==> config.mk <==
export PLATFORM = sky130hd
export DESIGN_NAME = mc_fetch_regs
export DESIGN_NICKNAME = d
export VERILOG_FILES = /design/src/rtl/mc_pkg.sv /design/src/rtl/mc_en_reg.sv /design/src/rtl/mc_fetch_regs.sv
export SDC_FILE = /design/constraint.sdc
export NUM_CORES = 1
export LEC_CHECK = 0
export ABC_CLOCK_PERIOD_IN_PS = 2700
export CAP_MARGIN = 30
export CORE_AREA = 4 4 155 157
export DETAILED_ROUTE_END_ITERATION = 8
export DIE_AREA = 0 0 159 161
export PLACE_DENSITY = 0.73
export SLEW_MARGIN = 20
export SYNTH_ARGS = -nofsm -noshare
export SYNTH_HDL_FRONTEND = slang
export SYNTH_SLANG_ARGS = --single-unit
==> constraint.sdc <==
create_clock -name CLK -period 2.7 [get_ports CLK]
set_input_delay 0.675 -clock CLK [delete_from_list [all_inputs] [get_ports CLK]]
set_output_delay 0.675 -clock CLK [all_outputs]
set_load 0.05 [all_outputs]
==> src/rtl/mc_pkg.sv <==
// mc_pkg: shared next-PC select codes, opcodes and immediate helper for the multicycle datapath
package mc_pkg;
  localparam logic [1:0] PCSEL_ALU = 2'b00;
  localparam logic [1:0] PCSEL_ALUOUT = 2'b01;
  localparam logic [1:0] PCSEL_JUMP = 2'b10;
  typedef enum logic [5:0] {
    OP_RTYPE = 6'h00,
    OP_J = 6'h02,
    OP_BEQ = 6'h04,
    OP_ADDI = 6'h08,
    OP_LW = 6'h23,
    OP_SW = 6'h2b
  } opcode_t;
  function automatic logic [31:0] sext16(input logic [15:0] v);
    return {{16{v[15]}}, v};
  endfunction
endpackage

==> src/rtl/mc_en_reg.sv <==
// mc_en_reg: register with synchronous reset to RST_VAL and load enable
module mc_en_reg #(
  parameter int W = 32,
  parameter logic [W-1:0] RST_VAL = '0
) (
  input logic clk,
  input logic rst,
  input logic en,
  input logic [W-1:0] d,
  output logic [W-1:0] q
);
  always_ff @(posedge clk)
    if (rst) q <= RST_VAL;
    else if (en) q <= d;
endmodule

==> src/rtl/mc_fetch_regs.sv <==
// mc_fetch_regs: multicycle MIPS register stage (PC, IR, MDR, A, B, ALUOut) with next-PC and RF/memory steering muxes
module mc_fetch_regs
  import mc_pkg::*;
#(
  parameter logic [31:0] RESET_PC = 32'h0000_0000,
  parameter int CNT_W = 16
) (
  input logic CLK,
  input logic rst,
  input logic IDSel,
  input logic IRWE,
  input logic PCWE,
  input logic Branch,
  input logic [1:0] PCSel,
  input logic RFDSel,
  input logic MtoRFSel,
  input logic zero,
  input logic [31:0] alu_result,
  input logic [31:0] mem_rdata,
  input logic [31:0] rf_rd1,
  input logic [31:0] rf_rd2,
  output logic [31:0] mem_addr,
  output logic [31:0] mem_wdata,
  output logic [5:0] op,
  output logic [5:0] funct,
  output logic [4:0] rs,
  output logic [4:0] rt,
  output logic [4:0] rf_waddr,
  output logic [31:0] rf_wdata,
  output logic [31:0] a_q,
  output logic [31:0] b_q,
  output logic [31:0] pc_q,
  output logic [31:0] imm_sext,
  output logic [CNT_W-1:0] retired
);
  logic [31:0] ir_q, mdr_q, aluout_q, pc_d;
  logic pc_en;
  mc_en_reg #(.W(32), .RST_VAL(RESET_PC)) u_pc (.clk(CLK), .rst(rst), .en(pc_en), .d(pc_d), .q(pc_q));
  mc_en_reg #(.W(32)) u_ir (.clk(CLK), .rst(rst), .en(IRWE), .d(mem_rdata), .q(ir_q));
  mc_en_reg #(.W(32)) u_mdr (.clk(CLK), .rst(rst), .en(1'b1), .d(mem_rdata), .q(mdr_q));
  mc_en_reg #(.W(32)) u_a (.clk(CLK), .rst(rst), .en(1'b1), .d(rf_rd1), .q(a_q));
  mc_en_reg #(.W(32)) u_b (.clk(CLK), .rst(rst), .en(1'b1), .d(rf_rd2), .q(b_q));
  mc_en_reg #(.W(32)) u_aluout (.clk(CLK), .rst(rst), .en(1'b1), .d(alu_result), .q(aluout_q));
  mc_en_reg #(.W(CNT_W)) u_ret (.clk(CLK), .rst(rst), .en(IRWE), .d(retired + CNT_W'(1)), .q(retired));
  // if/else and case default make any X select fall to the hold/else choice
  always_comb begin
    pc_en = 1'b0;
    if (PCWE) pc_en = 1'b1;
    else if (Branch && zero) pc_en = 1'b1;
    case (PCSel)
      PCSEL_ALU: pc_d = alu_result;
      PCSEL_ALUOUT: pc_d = aluout_q;
      PCSEL_JUMP: pc_d = {pc_q[31:28], ir_q[25:0], 2'b00};
      default: pc_d = pc_q;
    endcase
    mem_addr = pc_q;
    if (IDSel) mem_addr = aluout_q;
    rf_waddr = ir_q[20:16];
    if (RFDSel) rf_waddr = ir_q[15:11];
    rf_wdata = aluout_q;
    if (MtoRFSel) rf_wdata = mdr_q;
  end
  assign mem_wdata = b_q;
  assign op = ir_q[31:26];
  assign funct = ir_q[5:0];
  assign rs = ir_q[25:21];
  assign rt = ir_q[20:16];
  assign imm_sext = sext16(ir_q[15:0]);
endmodule
# Word level (Yosys, flattened, before mapping)
# Cells that the tools add are included.
[classes]
eq_ne = 2
addsub = 1
n_reduce_logical = 6
n_mux = 6
bitwise_logic = 1
[ops]
columns = ["operator", "count"]
rows = [
  ["one-hot mux 32 bit (3 select lines)", 1],
  ["two-way mux 32 bit", 2],
  ["adder 16 x 1 -> 16 bit (second input constant)", 1],
  ["two-way mux 5 bit", 1],
  ["AND reduction 3 bit", 1],
  ["nonzero test 3 bit", 1],
  ["== test 2 x 1 -> 1 bit (second input constant)", 1],
  ["== test 2 bit (second input constant)", 1],
  ["zero test 2 bit", 1],
  ["two-way mux 1 bit", 2],
  ["AND reduction 2 bit", 1],
  ["nonzero test 2 bit", 1],
  ["logical AND 1 bit", 1],
  ["inverter 1 bit", 1],
]
[word_totals]
elab_cells = 24
in_bits = 139
output_inout_bits = 267
register_bits = 208

# Longest topological paths before layout
# Gate-level depths: netlist of the first run.
[depth]
depth_word = 4
ltp_mapped = 8
depth_no_buf = 6

# Cells and area by module
# Synthesis of the first run repeated with hierarchy kept, for this count alone.
[hier_totals]
cells_unflattened = 894
hier_area_um2 = 9831.9
[by_module_without_submodules]
columns = ["module", "area_per_inst_um2", "seq_area_each_um2", "instances", "cells_per_inst"]
rows = [
  ["mc_en_reg at u_a ...", 1163.6, 640.6, 6, 103],
  ["mc_fetch_regs", 2269.7, 0.0, 1, 224],
  ["mc_en_reg at u_ret", 580.6, 320.3, 1, 52],
]

# Least setup slack after synthesis of the first run
# OpenSTA, ideal clock, no wires.
[synth_timing]
path_type = "in2out"
from = "in IDSel"
to = "out mem_addr[10]"
slack_ns = 0.337
arrival_ns = 1.688
required_time_ns = 2.025
path_stages = 3
n_path_buf = 2
path_cell_list = "clkbuf_1 buf_1 mux2_2"
[synth_between]
elab_chain_len = 1
[synth_rtl]
columns = ["item", "line", "text"]
rows = [
  ["start, declared", "mc_fetch_regs.sv:10", "input logic IDSel,"],
  ["two-way mux 32 bit", "mc_fetch_regs.sv:57", "if (IDSel) mem_addr = aluout_q;"],
  ["end, declared", "mc_fetch_regs.sv:22", "output logic [31:0] mem_addr,"],
]
# No other way between the ends.

# Final worst setup path of the first run
[layout_timing]
from = "reg u_ret.q[2]"
to = "out retired[2]"
[layout_rtl]
columns = ["item", "line", "text"]
rows = [
  ["start, declared", "mc_en_reg.sv:10", "output logic [W-1:0] q"],
  ["start signal, assigned", "mc_en_reg.sv:13", "if (rst) q <= RST_VAL;"],
  ["start signal, assigned", "mc_en_reg.sv:14", "else if (en) q <= d;"],
  ["end, declared", "mc_fetch_regs.sv:34", "output logic [CNT_W-1:0] retired"],
]
# No word-level cell between the ends.

==> reports/results.txt, run 1 <==
Status: finished clean
CTS tree: yes
Mapped cell area: 8210 um2
Initial DRC Count: 257
Vias post-DR: 6923
Final core utilization: 0.567
Worst hold path type: reg -> reg
Vias per inst: 4.78
RSZ-0062 raised after global routing: false
Post-DP HPWL: 20600 um
Ys flop type: dfxtp_1
Final setup vio count: 0
Post-synth top cells: dfxtp_1 (208), nor2b_1 (133), nor2_1 (107), mux2_2 (72), buf_4 (54)
Critical-path maximum fanout: 6
Nets: 1293
Die span in y: 161 um
Number of synthesized flops with an enable pin: 0
Total GRT Usage: 0.204
Die X: 159 um
Slowest Stage Delay on Critical Path: 860 ps
Critical Path End Type: output pin
Port Buffers: 405
PwrDens: 659 nW/um2
Syn Nets: 955
Setup Buffers After CTS: 0
Core Area: 22500 um2
Final hold vios: 0
Top Ports: 406
Critical Path RT: 2030 ps
Worst-Margin Slew: 625 ps
Post-synth top area share: 0.507
Post-synth cell types: 33
Fraction of registers with async set/reset: 0
Arrival time worst endpoint: 1820 ps
Worst-path cell chain: clkdlybuf4s50_1
Fin area: 12800 um2
TNS Setup: 0 ps
Area contributors post-synth: dfxtp_1 (51%), nor2b_1 (10%), mux2_2 (9.9%)
Crit path kind: reg -> out
CTS Buffer Depth: 3
Max_cap viols: 0
Tot Pwr: 8.41 mW
Worst Path Buf+Inv: 1
Non-filler cells, final: 1449
Placement-stage cell area: 12100 um2
Count leader, synth: dfxtp_1
Period utilization: 0.923
Starting density of the core: 0.365
Die ar.: 25600 um2
GRT overflow: 0
Largest delay contributor family on the critical path: buffers and inverters
First-pass GRT wire length: 41900 um
Largest net degree at the start of global routing: 70
Maximum VDD drop: 0.457 mV
Initial antenna violation count: 0
Rel. slew slack: 0.582
Share of cells above drive strength 1: 0.177
Placed insts: 1409
Clock slew at reported path FFs: 60 ps
Synth Instances: 811
DR DRC count: 0
Root buffer cell: clkbuf_16
Placer Congestion: 0.804
CTS Sinks: 208
FF+latch count, synth: 208
1st-pass router iterations: 4
CTS H-tree lvls: 1
# rows: 55
Largest area contributor in the synthesized netlist: dfxtp_1
Share of the yosys chip area belonging to registers: 0.507
Vias in the first global route: 7087
Final worst clock skew: 12.3 ps
DR WL/cell: 19.2 um
Mapped Avg Cell Area: 10.1 um2
Post-DRT Antenna Nets: 0
Area growth from synthesis to final layout: 55.3%
CP max-delay cell: clkdlybuf4s50_1
Num CTS Buffers: 23
Clock Latency Late Sink: 500 ps
Count of pins over their slew limit: 0
Crit path launch type: flip-flop
Cell leakage power: 5.15 nW
Max Fclk: 0.401 GHz
Detailed Route WL: 27800 um
Fillers: 1971
YS warnings: 0
Fin crit period: 2490 ps
-- worst min-delay path: stages, from the launching register on --
cell	delay [ps]
dfxtp_1	320
mux2i_1	60
nor2_1	80
-- metrics by stage --
stage               setup WS [ps]  hold slack (ps)
floorplan                     337              492
global placement              169              476
detailed placement           64.5              488
CTS                           197              502
global route                  135              519
finish                        207              497
-- final cells by class --
cell class                 instances  area, um2  share of cell area
tap                              285        357              0.0280
clock buffer                      32        649              0.0509
inverter                           3       11.3            0.000883
sequential                       208       4160               0.327
multi-input combinational        488       3410               0.267
clock inverter                     7       63.8             0.00500
timing repair buffer             425       4100               0.321
antenna                            1       2.50            0.000196
-- path summary, 6_finish.rpt --
check              from     endpoint  slack [ps]  cells after the start
max          u_ret.q[2]   retired[2]         210                      1
min          u_ir.q[26]   u_ir.q[26]         500                      2
max reg2reg  u_ret.q[0]  u_ret.q[12]         920                      5
min reg2reg  u_ir.q[26]   u_ir.q[26]         500                      2
-- layer usage --
layer,wire length [um],vias up,global-route usage
li1,-,3372,-
met1,11100,3244,0.240
met5,0,-,0
met3,2350,27,0.0681
met4,474,0,0.0465
met2,13900,280,0.362
-- registers in the layout, summed over array words and instances, names as in the netlist --
signal	flops
u_ir.q	32
u_mdr.q	32
u_ret.q	16
u_pc.q	32
u_aluout.q	32
u_a.q	32
u_b.q	32
-- cells by family after synthesis --
logic type | Yosys count | share of synthesized area
buf+inv | 115 | 0.0801
xor+xnor | 10 | 0.0107
flops | 208 | 0.507
mux | 105 | 0.139
compound gates | 89 | 0.0772
simple gates | 279 | 0.178
fa+ha+maj | 5 | 0.00762
-- placed cells by master (no fill, tap or decap), types with 2 or more instances in the layout --
cell type	count
a2111oi_0	26
a21oi_1	28
a22oi_1	26
a311oi_1	6
and4_1	2
buf_12	8
buf_2	3
buf_4	81
clkbuf_1	5
clkbuf_16	23
clkbuf_8	4
clkdlybuf4s50_1	315
clkinv_2	5
dfxtp_1	208
dlygate4sd2_1	17
ha_1	3
ha_2	2
inv_1	3
mux2_2	72
mux2i_1	33
nand2_1	5
nand2b_1	5
nand3_1	9
nand4_1	5
nor2_1	107
nor2b_1	133
nor3_1	5
xnor2_1	4
xor2_1	6
-- power breakdown --
group / leakage (nW) / switching, mW / internal [mW] / total (mW)
clock network: 0.356 / 1.20 / 1.76 / 2.96
logic: 3.07 / 1.30 / 0.773 / 2.08
registers: 1.72 / 0.125 / 3.24 / 3.37
-- repair_timing --
| action | in CTS | in global routing |
|---|---|---|
| gates resized for setup | 17 | 0 |
| hold buffers | 0 | 0 |
| setup endpoints to repair | 17 | 0 |
No activity file was read; power rests on OpenSTA's default activity.
==> run 2, diff against run 1 <==
--- a/config.mk
+++ b/config.mk
@@ -5,12 +5,13 @@
 export SDC_FILE = /design/constraint.sdc
 export NUM_CORES = 1
 export LEC_CHECK = 0
-export ABC_CLOCK_PERIOD_IN_PS = 2700
+export ABC_CLOCK_PERIOD_IN_PS = 2140
 export CAP_MARGIN = 30
-export CORE_AREA = 4 4 155 157
+export CORE_MARGIN = 4
+export CORE_UTILIZATION = 37
 export DETAILED_ROUTE_END_ITERATION = 8
-export DIE_AREA = 0 0 159 161
-export PLACE_DENSITY = 0.73
+export PLACE_DENSITY = 0.78
+export SKIP_CTS_REPAIR_TIMING = 1
 export SLEW_MARGIN = 20
 export SYNTH_ARGS = -nofsm -noshare
 export SYNTH_HDL_FRONTEND = slang
==> constraint.sdc (replaced) <==
create_clock -name CLK -period 2.14 [get_ports CLK]
set_input_delay 0.535 -clock CLK [delete_from_list [all_inputs] [get_ports CLK]]
set_output_delay 0.535 -clock CLK [all_outputs]
set_load 0.05 [all_outputs]
==> reports/results.txt, run 2 (synthesis results as in run 1) <==
Status: finished clean
Critical Path RT: 1600 ps
Initial DRC Count: 308
Share of cells above drive strength 1: 0.231
Worst-Margin Slew: 558 ps
Placement-stage cell area: 12300 um2
DRT met1 WL: 10500 um
DR DRC count: 0
CTS Buffer Depth: 3
Psw: 3.40 mW
Final hold vios: 0
Placed insts: 1421
Port Buffers: 405
Worst hold path type: in -> reg
Crit path kind: in -> out
Rel. slew slack: 0.627
Area of the multi-input gates: 3410 um2
Sw Ratio: 0.303
Final setup vio count: 0
Metal3 WL: 2930 um
Fillers: 1723
Arrival time worst endpoint: 1450 ps
Root buffer cell: clkbuf_16
Non-filler cells, final: 1466
Comb power frac: 0.241
RSZ-0062 raised after global routing: false
Post-DRT Antenna Nets: 0
R2R cell count: 4
Vias in the first global route: 7320
Max_cap viols: 0
Period utilization: 0.930
Max Used Layer: met4
R2R Path End: u_ret.q[12]
Fin area: 13500 um2
Int Power: 7.83 mW
Worst R2R Setup Slack: 560 ps
Clock slew at reported path FFs: 60 ps
Met2 wire len: 13900 um
Reg2reg start: u_ret.q[3]
Die ar.: 24600 um2
DR WL/cell: 19.2 um
Max Fclk: 0.503 GHz
Critical Path End Type: output pin
Num CTS Buffers: 24
CTS tree: yes
Critical Path End: mem_addr[16]
WHS: 441 ps
Maximum VDD drop: 0.543 mV
Worst setup startpoint: IDSel
PwrDens: 829 nW/um2
Vias post-DR: 7179
Sequential share of power: 0.378
Die span in y: 157 um
Total GRT Usage: 0.210
Cell leakage power: 7.63 nW
CTS Sinks: 208
Final worst clock skew: 7.14 ps
Area growth from synthesis to final layout: 64.8%
Initial antenna violation count: 1
CTS H-tree lvls: 1
Starting density of the core: 0.376
Detailed Route WL: 28100 um
Fin crit period: 1990 ps
GRT overflow: 0
Clock power frac: 0.381
# rows: 54
1st-pass router iterations: 5
Core Area: 21800 um2
Post-DP HPWL: 20800 um
Die X: 157 um
Crit path launch type: input pin
Clock Latency Late Sink: 500 ps
Nets: 1311
Count of pins over their slew limit: 0
Vias per inst: 4.90
Top Ports: 406
Placer Congestion: 0.845
Commonest non-fill, non-tap cell in the layout: dfxtp_1
Final core utilization: 0.620
Most frequent cells in the layout: dfxtp_1 (208), dlymetal6s2s_1 (152), nor2b_1 (133), clkdlybuf4s50_1 (133), buf_4 (125)
Seq. cell area: 4160 um2
Largest net degree at the start of global routing: 58
First-pass GRT wire length: 41100 um
Critical-path maximum fanout: 23
run 2: cell types whose count changed in the layout (fill, tap and decap cells not counted), moves of 17 or more:
| cell | delta |
|---|---|
| dlygate4sd2_1 | -17 |
| clkdlybuf4s50_1 | -182 |
| buf_12 | +20 |
| buf_4 | +44 |
| dlymetal6s2s_1 | +152 |
run 2: worst max-delay path, stage by stage:
cell    delay (ps)
buf_2          120
buf_12         190
mux2_2         380
buf_4          200
run 2: stage by stage:
stage	worst slack, ps	total power [mW]	setup TNS [ps]
after floorplan	56.8	5.99	0
after global placement	-183	7.02	-4590
after detailed placement	-281	7.05	-6970
after CTS	-203	11.4	-14180
after global routing	37.9	11.6	0
final	151	11.2	0
run 2: metal layers:
| layer | vias to the layer above | GRT usage |
|---|---|---|
| met5 | - | 0 |
| met4 | 0 | 0.0525 |
| met3 | 48 | 0.0723 |
| met1 | 3384 | 0.244 |
| li1 | 3419 | - |
| met2 | 328 | 0.369 |
run 2: power groups by stage:
stage | combinational, mW | sequential [mW] | clock (mW)
6_report | 2.71 | 4.24 | 4.28
5_1_grt | 2.83 | 4.26 | 4.54
4_1_cts | 2.74 | 4.25 | 4.38
3_5_place_dp | 2.72 | 4.33 | 0
3_3_place_gp | 2.70 | 4.32 | 0
2_1_floorplan | 1.18 | 4.81 | 0
run 2: layout make-up:
class / instances / share of cell area
clock inverters: 7 / 0.00832
repair buffers: 442 / 0.352
well taps: 280 / 0.0259
multi-input cells: 488 / 0.252
flip-flops and latches: 208 / 0.308
inverters: 3 / 0.000832
clock buffers: 37 / 0.0540
diodes: 1 / 0.000185
run 2: worst min path at each step:
stage	cells past startpoint	end	from	slack, ps
after floorplan	2	u_pc.q[28]	u_aluout.q[28]	490
after global placement	2	u_ir.q[28]	u_ir.q[28]	480
after detailed placement	2	u_ir.q[27]	u_ir.q[27]	490
after CTS	2	u_ret.q[1]	rst	420
after global routing	2	u_a.q[18]	rst	440
final	2	u_ir.q[0]	rst	440
==> run 3, diff against run 2 <==
--- a/config.mk
+++ b/config.mk
@@ -10,6 +10,7 @@
 export CORE_MARGIN = 4
 export CORE_UTILIZATION = 37
 export DETAILED_ROUTE_END_ITERATION = 8
+export GPL_TIMING_DRIVEN = 0
 export PLACE_DENSITY = 0.78
 export SKIP_CTS_REPAIR_TIMING = 1
 export SLEW_MARGIN = 20
==> reports/results.txt, run 3 (synthesis results as in run 1) <==
Post-route setup slack: 23.4 ps
CTS tree: yes
Cell leakage power: 8.46 nW
Critical Path End Type: output pin
Worst-Margin Slew: 637 ps
Max Fclk: 0.472 GHz
Worst R2R Setup Slack: 370 ps
Commonest non-fill, non-tap cell in the layout: dfxtp_1
Tot Pwr: 10.8 mW
Initial antenna violation count: 0
Final setup vio count: 0
Critical-path maximum fanout: 10
Top Ports: 406
1st-pass router iterations: 5
RSZ-0062 raised after global routing: true
Critical Path RT: 1600 ps
Period utilization: 0.989
GRT overflow: 0
Post-DP HPWL: 23400 um
R2R Path End: u_ret.q[12]
Count of pins over their slew limit: 0
Vias per inst: 4.90
CTS H-tree lvls: 1
Worst hold path type: reg -> reg
Die ar.: 24600 um2
First-pass GRT wire length: 44200 um
Area of the multi-input gates: 3410 um2
Worst setup startpoint: MtoRFSel
Crit path launch type: input pin
Fin crit period: 2120 ps
Area growth from synthesis to final layout: 66.0%
Die X: 157 um
Num CTS Buffers: 23
DR WL/cell: 19.9 um
Status: finished clean
DR DRC count: 0
Max_cap viols: 0
Clock slew at reported path FFs: 60 ps
Fillers: 1793
Hold path start: u_ir.q[31]
Reg2reg start: u_ret.q[0]
Post-DRT Antenna Nets: 0
Placed insts: 1494
Rel. slew slack: 0.575
Clock Latency Late Sink: 490 ps
Detailed Route WL: 30500 um
Port Buffers: 403
PwrDens: 793 nW/um2
Largest net degree at the start of global routing: 21
Non-filler cells, final: 1532
Core Area: 21800 um2
Final worst clock skew: 6.72 ps
Die span in y: 157 um
Vias in the first global route: 7630
Hold Path End: u_ir.q[31]
Post-place setup slack: -1110 ps
Nets: 1382
Hold depth: 2
Placer Congestion: 0.820
R2R cell count: 5
Crit path kind: in -> out
Share of cells above drive strength 1: 0.212
Seq. cell area: 4170 um2
Total GRT Usage: 0.231
CTS Buffer Depth: 3
Initial DRC Count: 315
Root buffer cell: clkbuf_16
Maximum VDD drop: 0.531 mV
CTS Sinks: 208
Arrival time worst endpoint: 1580 ps
# rows: 54
Starting density of the core: 0.376
Most frequent cells in the layout: dfxtp_1 (207), dlymetal6s2s_1 (205), clkdlybuf4s50_1 (135), nor2b_1 (133), nor2_1 (107)
Vias post-DR: 7500
Final hold vios: 0
Diode count: 0
[run 3: changes by cell type in the layout (fill, tap and decap cells not counted), sizes merged]
cell	change
bufinv	-1
dlymetal6s2s	+53
clkdlybuf4s50	+2
clkinvlp	+2
diode	-1
clkbuf	+76
buf	-64
clkinv	-1
[run 3: how the worst max path moves through the flow]
stage	depth (start not counted)	slack, ps	end
after detailed placement	4	-1110	rf_wdata[30]
final	4	20	rf_wdata[2]
after CTS	4	-1120	rf_wdata[30]
after global placement	4	-1120	rf_wdata[30]
after floorplan	3	60	mem_addr[10]
after global routing	9	-0.8	u_pc.q[2]
[run 3: cell type report]
| type | instances | area share |
|---|---|---|
| repair buffers | 403 | 0.310 |
| flip-flops and latches | 208 | 0.306 |
| multi-input cells | 488 | 0.250 |
| plain buffers | 111 | 0.0529 |
| clock buffers | 32 | 0.0476 |
| well taps | 280 | 0.0257 |
| clock inverters | 7 | 0.00679 |
| inverters | 3 | 0.000826 |
[run 3: per-layer routing]
layer,part of all wire,vias up,track usage
li1,-,3552,-
met1,0.37,3543,0.271
met2,0.50,357,0.415
met3,0.11,48,0.0654
met4,0.024,0,0.0587
met5,0,-,0
[run 3: power breakdown]
part	internal [mW]	switching [mW]
clock network	2.35	1.55
registers	4.09	0.152
logic	0.977	1.70
total	7.42	3.40
[run 3: critical path, stage by stage]
cell      delay (ps)
clkbuf_2         230
buf_6            200
mux2_2           350
clkbuf_2         250
[run 3: stage by stage]
stage	cell area, um2	hold slack [ps]	util	TNS (ps)
detailed placement	12600	481	0.577	-146640
global placement	12600	472	0.577	-142830
global route	13600	529	0.625	-0.804
CTS	13300	498	0.611	-111060
floorplan	8210	492	-	0
finish	13600	492	0.625	0
